<file path="src/rtl/instr_encoder_if.sv">
// Producer-side instruction stream, control pulses and instruction-memory write port of the loader.
// The master modport is the producer/controller and the slave modport is the encoder.
interface instr_encoder_if #(
  parameter int ADDR_WIDTH = 6
);
  logic                  start;
  logic                  finish;
  logic                  in_valid;
  logic                  in_ready;
  logic [3:0]            op_kind;
  logic [4:0]            rs;
  logic [4:0]            rt;
  logic [4:0]            rd;
  logic [15:0]           imm;
  logic                  imem_we;
  logic [ADDR_WIDTH-1:0] imem_addr;
  logic [31:0]           imem_wdata;
  logic [ADDR_WIDTH:0]   count;
  logic                  full;
  logic                  done;
  logic                  err;

  modport master (
    output start, finish, in_valid, op_kind, rs, rt, rd, imm,
    input  in_ready, imem_we, imem_addr, imem_wdata, count, full, done, err
  );

  modport slave (
    input  start, finish, in_valid, op_kind, rs, rt, rd, imm,
    output in_ready, imem_we, imem_addr, imem_wdata, count, full, done, err
  );
endinterface

</file>
<file path="src/rtl/instr_encoder.sv">
// Encodes decoded instructions into MIPS words and writes them to imem from address 0; write lands 1 cycle after accept.
// in_ready only in LOAD with no start/finish this cycle; FULL holds off the producer until the next start.
module instr_encoder #(
  parameter int ADDR_WIDTH = 6
) (
  input logic             clk,
  input logic             reset,
  instr_encoder_if.slave  bus
);
  typedef enum logic [1:0] {IDLE, LOAD, FULL} state_t;

  localparam logic [ADDR_WIDTH:0] LAST_CNT = {1'b0, {ADDR_WIDTH{1'b1}}};
  localparam logic [ADDR_WIDTH:0] ONE_CNT  = {{ADDR_WIDTH{1'b0}}, 1'b1};

  state_t                state_q, state_d;
  logic [ADDR_WIDTH:0]   count_q, count_d;
  logic                  we_q, we_d;
  logic [ADDR_WIDTH-1:0] addr_q, addr_d;
  logic [31:0]           wdata_q, wdata_d;
  logic                  full_q, full_d;
  logic                  done_q, done_d;
  logic                  err_q, err_d;
  logic                  in_ready;
  logic                  xfer;
  logic                  op_ok;

  function automatic logic [31:0] encode(input logic [3:0] op, input logic [4:0] rs,
                                         input logic [4:0] rt, input logic [4:0] rd,
                                         input logic [15:0] imm);
    logic [31:0] w;
    w = '0;
    case (op)
      4'd0:    w = {6'b000000, rs, rt, rd, 5'b00000, 6'h20};
      4'd1:    w = {6'b000000, rs, rt, rd, 5'b00000, 6'h22};
      4'd2:    w = {6'b000000, rs, rt, rd, 5'b00000, 6'h24};
      4'd3:    w = {6'b000000, rs, rt, rd, 5'b00000, 6'h25};
      4'd4:    w = {6'b000000, rs, rt, rd, 5'b00000, 6'h2A};
      4'd5:    w = {6'b100011, rs, rt, imm};
      4'd6:    w = {6'b101011, rs, rt, imm};
      4'd7:    w = {6'b000100, rs, rt, imm};
      default: w = '0;
    endcase
    return w;
  endfunction

  assign in_ready = (state_q == LOAD) && !bus.start && !bus.finish;
  assign xfer     = bus.in_valid && in_ready;
  assign op_ok    = !bus.op_kind[3];

  // The write pointer is the low bits of count: both only advance on real writes.
  always_comb begin
    state_d = state_q;
    count_d = count_q;
    we_d    = 1'b0;
    addr_d  = addr_q;
    wdata_d = wdata_q;
    full_d  = full_q;
    done_d  = 1'b0;
    err_d   = err_q;
    if (bus.start) begin
      state_d = LOAD;
      count_d = '0;
      full_d  = 1'b0;
      err_d   = 1'b0;
    end else if (bus.finish) begin
      state_d = IDLE;
      done_d  = 1'b1;
    end else if (xfer) begin
      if (op_ok) begin
        we_d    = 1'b1;
        addr_d  = count_q[ADDR_WIDTH-1:0];
        wdata_d = encode(bus.op_kind, bus.rs, bus.rt, bus.rd, bus.imm);
        count_d = count_q + ONE_CNT;
        if (count_q == LAST_CNT) begin
          full_d  = 1'b1;
          state_d = FULL;
        end
      end else begin
        err_d = 1'b1;
      end
    end
  end

  always_ff @(posedge clk or posedge reset) begin
    if (reset) begin
      state_q <= IDLE;
      count_q <= '0;
      we_q    <= 1'b0;
      addr_q  <= '0;
      wdata_q <= '0;
      full_q  <= 1'b0;
      done_q  <= 1'b0;
      err_q   <= 1'b0;
    end else begin
      state_q <= state_d;
      count_q <= count_d;
      we_q    <= we_d;
      addr_q  <= addr_d;
      wdata_q <= wdata_d;
      full_q  <= full_d;
      done_q  <= done_d;
      err_q   <= err_d;
    end
  end

  assign bus.in_ready   = in_ready;
  assign bus.imem_we    = we_q;
  assign bus.imem_addr  = addr_q;
  assign bus.imem_wdata = wdata_q;
  assign bus.count      = count_q;
  assign bus.full       = full_q;
  assign bus.done       = done_q;
  assign bus.err        = err_q;
endmodule

</file>
<file path="src/flat_wrapper.sv">
// flat-port wrapper written by rule: the top's interface ports become plain ports
module instr_encoder_flat 
#(
  parameter int ADDR_WIDTH = 6
)
  (clk, reset, bus_start, bus_finish, bus_in_valid, bus_op_kind, bus_rs, bus_rt, bus_rd, bus_imm, bus_in_ready, bus_imem_we, bus_imem_addr, bus_imem_wdata, bus_count, bus_full, bus_done, bus_err);
  instr_encoder_if #(.ADDR_WIDTH(ADDR_WIDTH)) bus_i ();
  input logic clk;
  input logic reset;
  input wire logic [$bits(bus_i.start)-1:0] bus_start;
  input wire logic [$bits(bus_i.finish)-1:0] bus_finish;
  input wire logic [$bits(bus_i.in_valid)-1:0] bus_in_valid;
  input wire logic [$bits(bus_i.op_kind)-1:0] bus_op_kind;
  input wire logic [$bits(bus_i.rs)-1:0] bus_rs;
  input wire logic [$bits(bus_i.rt)-1:0] bus_rt;
  input wire logic [$bits(bus_i.rd)-1:0] bus_rd;
  input wire logic [$bits(bus_i.imm)-1:0] bus_imm;
  output wire logic [$bits(bus_i.in_ready)-1:0] bus_in_ready;
  output wire logic [$bits(bus_i.imem_we)-1:0] bus_imem_we;
  output wire logic [$bits(bus_i.imem_addr)-1:0] bus_imem_addr;
  output wire logic [$bits(bus_i.imem_wdata)-1:0] bus_imem_wdata;
  output wire logic [$bits(bus_i.count)-1:0] bus_count;
  output wire logic [$bits(bus_i.full)-1:0] bus_full;
  output wire logic [$bits(bus_i.done)-1:0] bus_done;
  output wire logic [$bits(bus_i.err)-1:0] bus_err;
  assign bus_i.start = bus_start;
  assign bus_i.finish = bus_finish;
  assign bus_i.in_valid = bus_in_valid;
  assign bus_i.op_kind = bus_op_kind;
  assign bus_i.rs = bus_rs;
  assign bus_i.rt = bus_rt;
  assign bus_i.rd = bus_rd;
  assign bus_i.imm = bus_imm;
  assign bus_in_ready = bus_i.in_ready;
  assign bus_imem_we = bus_i.imem_we;
  assign bus_imem_addr = bus_i.imem_addr;
  assign bus_imem_wdata = bus_i.imem_wdata;
  assign bus_count = bus_i.count;
  assign bus_full = bus_i.full;
  assign bus_done = bus_i.done;
  assign bus_err = bus_i.err;
  instr_encoder #(.ADDR_WIDTH(ADDR_WIDTH)) u_core (.clk(clk), .reset(reset), .bus(bus_i));
endmodule
</file>
<file path="config.mk">
export PLATFORM = sky130hd
export DESIGN_NAME = instr_encoder_flat
export DESIGN_NICKNAME = d
export VERILOG_FILES = /design/src/rtl/instr_encoder_if.sv /design/src/rtl/instr_encoder.sv /design/src/flat_wrapper.sv
export SDC_FILE = /design/constraint.sdc
export NUM_CORES = 1
export LEC_CHECK = 0
export BUFFER_PORTS_ARGS = -buffer_cell sky130_fd_sc_hd__buf_4
export CAP_MARGIN = 0
export CORE_MARGIN = 8
export CORE_UTILIZATION = 43
export CTS_BUF_LIST = sky130_fd_sc_hd__clkbuf_4
export DETAILED_ROUTE_END_ITERATION = 8
export GPL_ROUTABILITY_DRIVEN = 0
export PLACE_DENSITY = 0.78
export SLEW_MARGIN = 20
export SYNTH_ARGS = -nofsm -noshare
export SYNTH_HDL_FRONTEND = slang
export SYNTH_SLANG_ARGS = --single-unit
</file>
<file path="constraint.sdc">
create_clock -name clk -period 2.1 [get_ports clk]
set_clock_uncertainty 0.15 [all_clocks]
set_input_delay 0.105 -clock clk [delete_from_list [all_inputs] [get_ports clk]]
set_output_delay 0.105 -clock clk [all_outputs]
set_load 0.005 [all_outputs]
</file>
==> results of run 1 <==
## cells by family after synthesis
logic type               Yosys count
multiplexers                      30
other                              1
flip-flops                        48
AND/OR/NAND/NOR                   50
adder cells (fa/ha/maj)            1
AO/OA/AOI/OAI                     33
buffers and inverters             20
XOR/XNOR                           1
## cell usage in the layout, fill, tap and decap left out, types with 3 or more instances in the layout
cell / instances
nor2_1: 5
dlygate4sd3_1: 35
a31oi_1: 11
and3_1: 8
buf_4: 91
inv_1: 3
nand3_1: 12
or4_1: 3
mux2_2: 28
clkbuf_4: 5
a21oi_1: 9
dfrtp_1: 48
nand2_1: 5
o21ai_0: 7
o31ai_1: 3
nor2b_1: 4
## registers in the layout (all words and copies together), names as in the netlist
signal                 count
u_core.bus.done            1
u_core.state_q             2
u_core.bus.count           7
u_core.bus.imem_addr       6
u_core.bus.imem_wdata     29
u_core.bus.full            1
u_core.bus.imem_we         1
u_core.bus.err             1
## worst max path at each step
stage / to / slack (ps) / depth (start not counted)
2_1_floorplan: u_core.bus.imem_wdata[22] / 350 / 4
3_3_place_gp: u_core.bus.imem_wdata[10] / 320 / 4
3_5_place_dp: u_core.bus.imem_wdata[23] / 290 / 4
4_1_cts: u_core.bus.imem_wdata[23] / 280 / 4
5_1_grt: u_core.state_q[0] / 150 / 4
6_report: u_core.bus.imem_wdata[1] / 280 / 4
## worst min-delay path, stage by stage
cell and delay [ps]:
buf_4 120, nor2_1 60, o21ai_0 140, mux2i_1 80
## per-stage QoR
step	total power, mW	cell area, um2	utilization (%)	hold slack (ps)
2_1_floorplan	1.310	2191	-	89.70
3_3_place_gp	1.583	2878	57.44	147.5
3_5_place_dp	1.600	2878	57.44	153.8
4_1_cts	2.160	3296	65.78	8.899
5_1_grt	2.252	3298	65.83	28.30
6_report	2.136	3298	65.83	24.32
## Yosys cell counts (all sizes together) (4+ instances only)
library cell,count
dfrtp,48
mux2,29
nand3,12
a31oi,11
buf,11
a21oi,9
and3,8
o21ai,7
clkbuf,5
nand2,5
nor2,5
inv,4
nor2b,4
## power by group
part           total [mW]  internal (mW)  switching (mW)  leakage (nW)
combinational       0.528          0.330           0.198         0.942
sequential           1.11           1.04          0.0671         0.625
clock               0.503          0.239           0.264        0.0371
total                2.14           1.61           0.529          1.60
## layout make-up
type	instances	area share, %
Sequential cell	48	36.42
Timing Repair Buffer	127	31.94
Multi-Input combinational cell	116	26.40
Tap cell	70	2.656
Clock buffer	5	1.138
Clock inverter	1	0.9105
Inverter	4	0.4552
Antenna cell	1	0.07587
## timing repair
item                                   in CTS  in global routing
setup endpoints to repair                   0                  0
endpoints found under the hold margin      83                  0
hold buffers                               35                  0
## layer usage
layer,vias to the layer above,global-route usage [%]
met5,-,0
met4,0,6.250
met3,16,6.415
met2,80,27.55
met1,899,16.94
li1,892,-
==> impl_metrics.ini, run 1 <==
[clocking]
clk_path_buf_depth = 2
cts.sinks = 48
h-tree-depth = 2
cts_inserted_buffers = 5
clk-insertion-delay-late_ps = 360
post_cts_resized = 0
cts_setup_buffers = 0
cts-root-buf = clkbuf_4
path_clk_slew_ps = 130
cts_tree = built

[hold_path]
min-delay-start = bus_op_kind[1]
hold-path-endpoint = u_core.bus.imem_wdata[3]
hold_depth = 4
hold_path.class = in -> reg

[sta]
maxSlewHeadroom_pct = 51.28
setup_ws_ps = 279.3
rsz0062_at_grt = false
max_freq_ghz = 0.5492
finalHoldViolCount = 0
worstMarginPinSlew_ps = 723.1
slew_viol_final = 0
setup_violations = 0
setup_tns_ps = 0
finalCritPeriodShare_pct = 86.70
period_needed_ps = 1821

[route]
wl_met3_um = 483
drc = 0
detail-route-antenna-nets = 0
top_layer_used = met4
dr.first_iter.drc_count = 70
viasPerCell = 5.073
met2_length_um = 3097
met1_length_um = 2187
wire_per_inst_um = 15.87
firstDrtPassIters = 5
via_count = 1887
wl_um = 5905

[yosys]
synth_seq_area_share_pct = 54.83
synth_fa_ha_area_share_pct = 0.5711
synth_ff_type = dfrtp_1
syn_area_per_cell_um2 = 11.91
synthTopCellsByArea = dfrtp_1, mux2_2, a31oi_1
ys_ff_latch = 48
synth_compound_area_share_pct = 8.795
syn_nets = 225
ys_types = 35
synth_warnings = 0
syn_area_um2 = 2191
synth_top_area_cell = dfrtp_1
synth_mux_area_share_pct = 15.36
syn-instance-count = 184
synth-edff-count = 0
synth.top_cell.area_share_pct = 54.83
yosys.area_share.simple_pct = 14.45
synthXorXnorAreaFrac_pct = 0.3998
ys_async_sr_fraction_pct = 100.0
synth_top_family_by_area = multiplexers

[grt]
grt_pass1_vias = 1966
track_usage_pct = 15.98
grt_first_pass_wirelength_um = 9501
grt_overflow = 0
antenna_found_initial = 1
grt_max_degree = 49

[layout]
drive_above_1_share_pct = 43.19
stdcell_count = 372
nets = 343
area_growth_pct = 50.54
seqCellArea_um2 = 1201
fill_cells = 413
multi_input_area_um2 = 870.8

[setup_path]
critical_path.slowest_cell = dfrtp_1
crit_path_cell_trace = nand4bb_4, nor3_4, buf_12, mux2_2
r2r_slack_ps = 280
crit_type = reg -> reg
timing.critical_path.buf_inv = 1
worstSetupStartpointType = register
timing.rr.start = u_core.state_q[1]
crit_fanout = 36
critPathTopFamily = simple AND/OR/NAND/NOR gates
reg2regPathDepth = 4
end_kind = register
cpPeakStageDelay_ps = 420
worstSetupStartpoint = u_core.state_q[1]
timing.rr.end = u_core.bus.imem_wdata[1]
arrival_ps = 1920
crit_required_ps = 2200

[floorplanning]
core_area_um2 = 5010
die-area_um2 = 7635
dieHeight_um = 87.38
rows = 26
io_pins = 90
chipWidth_um = 87.38
start_util_pct = 43.73

[status]
status = completed

[placed_design]
dpl.cell_count = 330
dp_hpwl_um = 3890
place_ws_ps = 286.7
portBuffers = 88

[power]
power_density_nw_per_um2 = 647.7
peakVddDrop_mv = 0.3446
p_leak_nw = 1.604

[flow_run]
drv_cap = 0
No activity file was read; power rests on OpenSTA's default activity.
==> inputs of run 2 (changes only) <==
--- a/config.mk
+++ b/config.mk
@@ -7,12 +7,14 @@
 export LEC_CHECK = 0
 export BUFFER_PORTS_ARGS = -buffer_cell sky130_fd_sc_hd__buf_4
 export CAP_MARGIN = 0
+export CELL_PAD_IN_SITES_DETAIL_PLACEMENT = 0
+export CELL_PAD_IN_SITES_GLOBAL_PLACEMENT = 2
 export CORE_MARGIN = 8
-export CORE_UTILIZATION = 43
+export CORE_UTILIZATION = 30
 export CTS_BUF_LIST = sky130_fd_sc_hd__clkbuf_4
 export DETAILED_ROUTE_END_ITERATION = 8
 export GPL_ROUTABILITY_DRIVEN = 0
-export PLACE_DENSITY = 0.78
+export PLACE_DENSITY = 0.86
 export SLEW_MARGIN = 20
 export SYNTH_ARGS = -nofsm -noshare
 export SYNTH_HDL_FRONTEND = slang
==> impl_metrics.ini, run 2 (synthesized netlist as in run 1, its figures left out) <==
[setup_path]
reg2regPathDepth = 4
timing.rr.start = u_core.state_q[1]
crit_fanout = 30
arrival_ps = 1940
r2r_slack_ps = 260
crit_type = reg -> reg
timing.rr.end = u_core.bus.imem_wdata[4]
crit_required_ps = 2200
end_kind = register
worstSetupStartpointType = register

[sta]
rsz0062_at_grt = false
slew_viol_final = 0
finalCritPeriodShare_pct = 87.77
setup_ws_ps = 256.9
maxSlewHeadroom_pct = 58.73
finalHoldViolCount = 0
setup_violations = 0
max_freq_ghz = 0.5426
setup_tns_ps = 0
period_needed_ps = 1843
worstMarginPinSlew_ps = 619.0

[layout]
largest_register_ffs = 29
seqCellArea_um2 = 1201
antenna_cells = 0
utilization_pct = 46.49
area_growth_pct = 52.26
fill_cells = 689
final_common_cell = buf_4
multi_input_area_um2 = 870.8
design_area_um2 = 3336
drive_above_1_share_pct = 43.61
nets = 345
final_cell_mix = buf_4, dfrtp_1, dlygate4sd3_1

[power]
power_density_nw_per_um2 = 616.6
p_leak_nw = 1.610
peakVddDrop_mv = 0.2902

[clocking]
post_cts_resized = 0
cts_tree = built
h-tree-depth = 2
clk_path_buf_depth = 2
clk-insertion-delay-late_ps = 350
cts-root-buf = clkbuf_4
path_clk_slew_ps = 140
cts.sinks = 48
cts_inserted_buffers = 5

[status]
status = completed

[route]
dr.first_iter.drc_count = 82
wl_um = 5933
detail-route-antenna-nets = 0
drc = 0
viasPerCell = 4.631
wire_per_inst_um = 14.69
firstDrtPassIters = 4
via_count = 1871

[floorplanning]
io_pins = 90
dieHeight_um = 101.5
core_area_um2 = 7176
die-area_um2 = 10290
chipWidth_um = 101.5
rows = 31
start_util_pct = 30.53

[grt]
grt_pass1_vias = 2048
track_usage_pct = 11.98
grt_first_pass_wirelength_um = 9880
antenna_found_initial = 0
grt_overflow = 0
grt_max_degree = 49

[placed_design]
portBuffers = 88
placed_area_um2 = 2929
place_ws_ps = 259.8
dp_hpwl_um = 4201

[hold_path]
min-delay-start = bus_op_kind[2]
hold_path.class = in -> reg
hold-path-endpoint = u_core.bus.imem_wdata[1]
hold_depth = 4

[flow_run]
drv_cap = 0
==> run 2: cell types whose count changed in the layout (fill, tap and decap cells not counted) <==
cell,before,now
clkinv_1,0,1
diode_2,1,0
clkbuf_4,5,7
buf_4,91,93
bufinv_16,1,0
==> run 2: worst max-delay path by stage <==
stage                      startpoint                        end  slack, ps  cells after the start
finish              u_core.state_q[1]   u_core.bus.imem_wdata[4]        260                      4
global route        u_core.state_q[1]   u_core.bus.imem_wdata[4]        130                      4
CTS                 u_core.state_q[1]  u_core.bus.imem_wdata[27]        240                      4
detailed placement  u_core.state_q[1]  u_core.bus.imem_wdata[27]        260                      4
global placement    u_core.state_q[1]   u_core.bus.imem_wdata[4]        310                      4
floorplan           u_core.state_q[1]  u_core.bus.imem_wdata[22]        350                      4
==> run 2: repair_timing <==
item,CTS,global route
hold endpoints to repair,83,0
buffers inserted,0,0
hold buffers,35,0
==> run 2: final cells by class <==
cell class	instances	share of cell area (%)
Sequential cell	48	36.01
Timing Repair Buffer	129	32.03
Multi-Input combinational cell	116	26.11
Tap cell	99	3.713
Clock buffer	7	1.575
Inverter	4	0.4501
Clock inverter	1	0.1125
==> run 2: power breakdown <==
group / total (mW) / switching (mW) / internal, mW
Sequential: 1.11 / 0.0671 / 1.04
Combinational: 0.519 / 0.188 / 0.331
Clock: 0.432 / 0.277 / 0.155
==> run 2: critical path, cell delays in order, from the launching register on <==
cell and delay, ps:
dfrtp_1 430, nand4bb_4 340, nor3_4 220, buf_12 230
mux2_2 360
==> run 2: per-layer routing <==
layer | vias up | GRT usage, % | part of all wire [%]
li1 | 901 | - | -
met1 | 913 | 13.81 | 42
met2 | 55 | 21.26 | 52
met5 | - | 0 | 0
met4 | 0 | 3.436 | 0.35
met3 | 2 | 3.093 | 5.7
==> run 2: metrics by stage <==
stage | cells | power (mW) | hold WS (ps)
2_1_floorplan | 184 | 1.310 | 89.70
3_3_place_gp | 361 | 1.593 | 161.2
3_5_place_dp | 361 | 1.603 | 164.2
4_1_cts | 404 | 2.099 | 5.936
5_1_grt | 404 | 2.183 | 20.12
6_report | 404 | 2.057 | 22.00
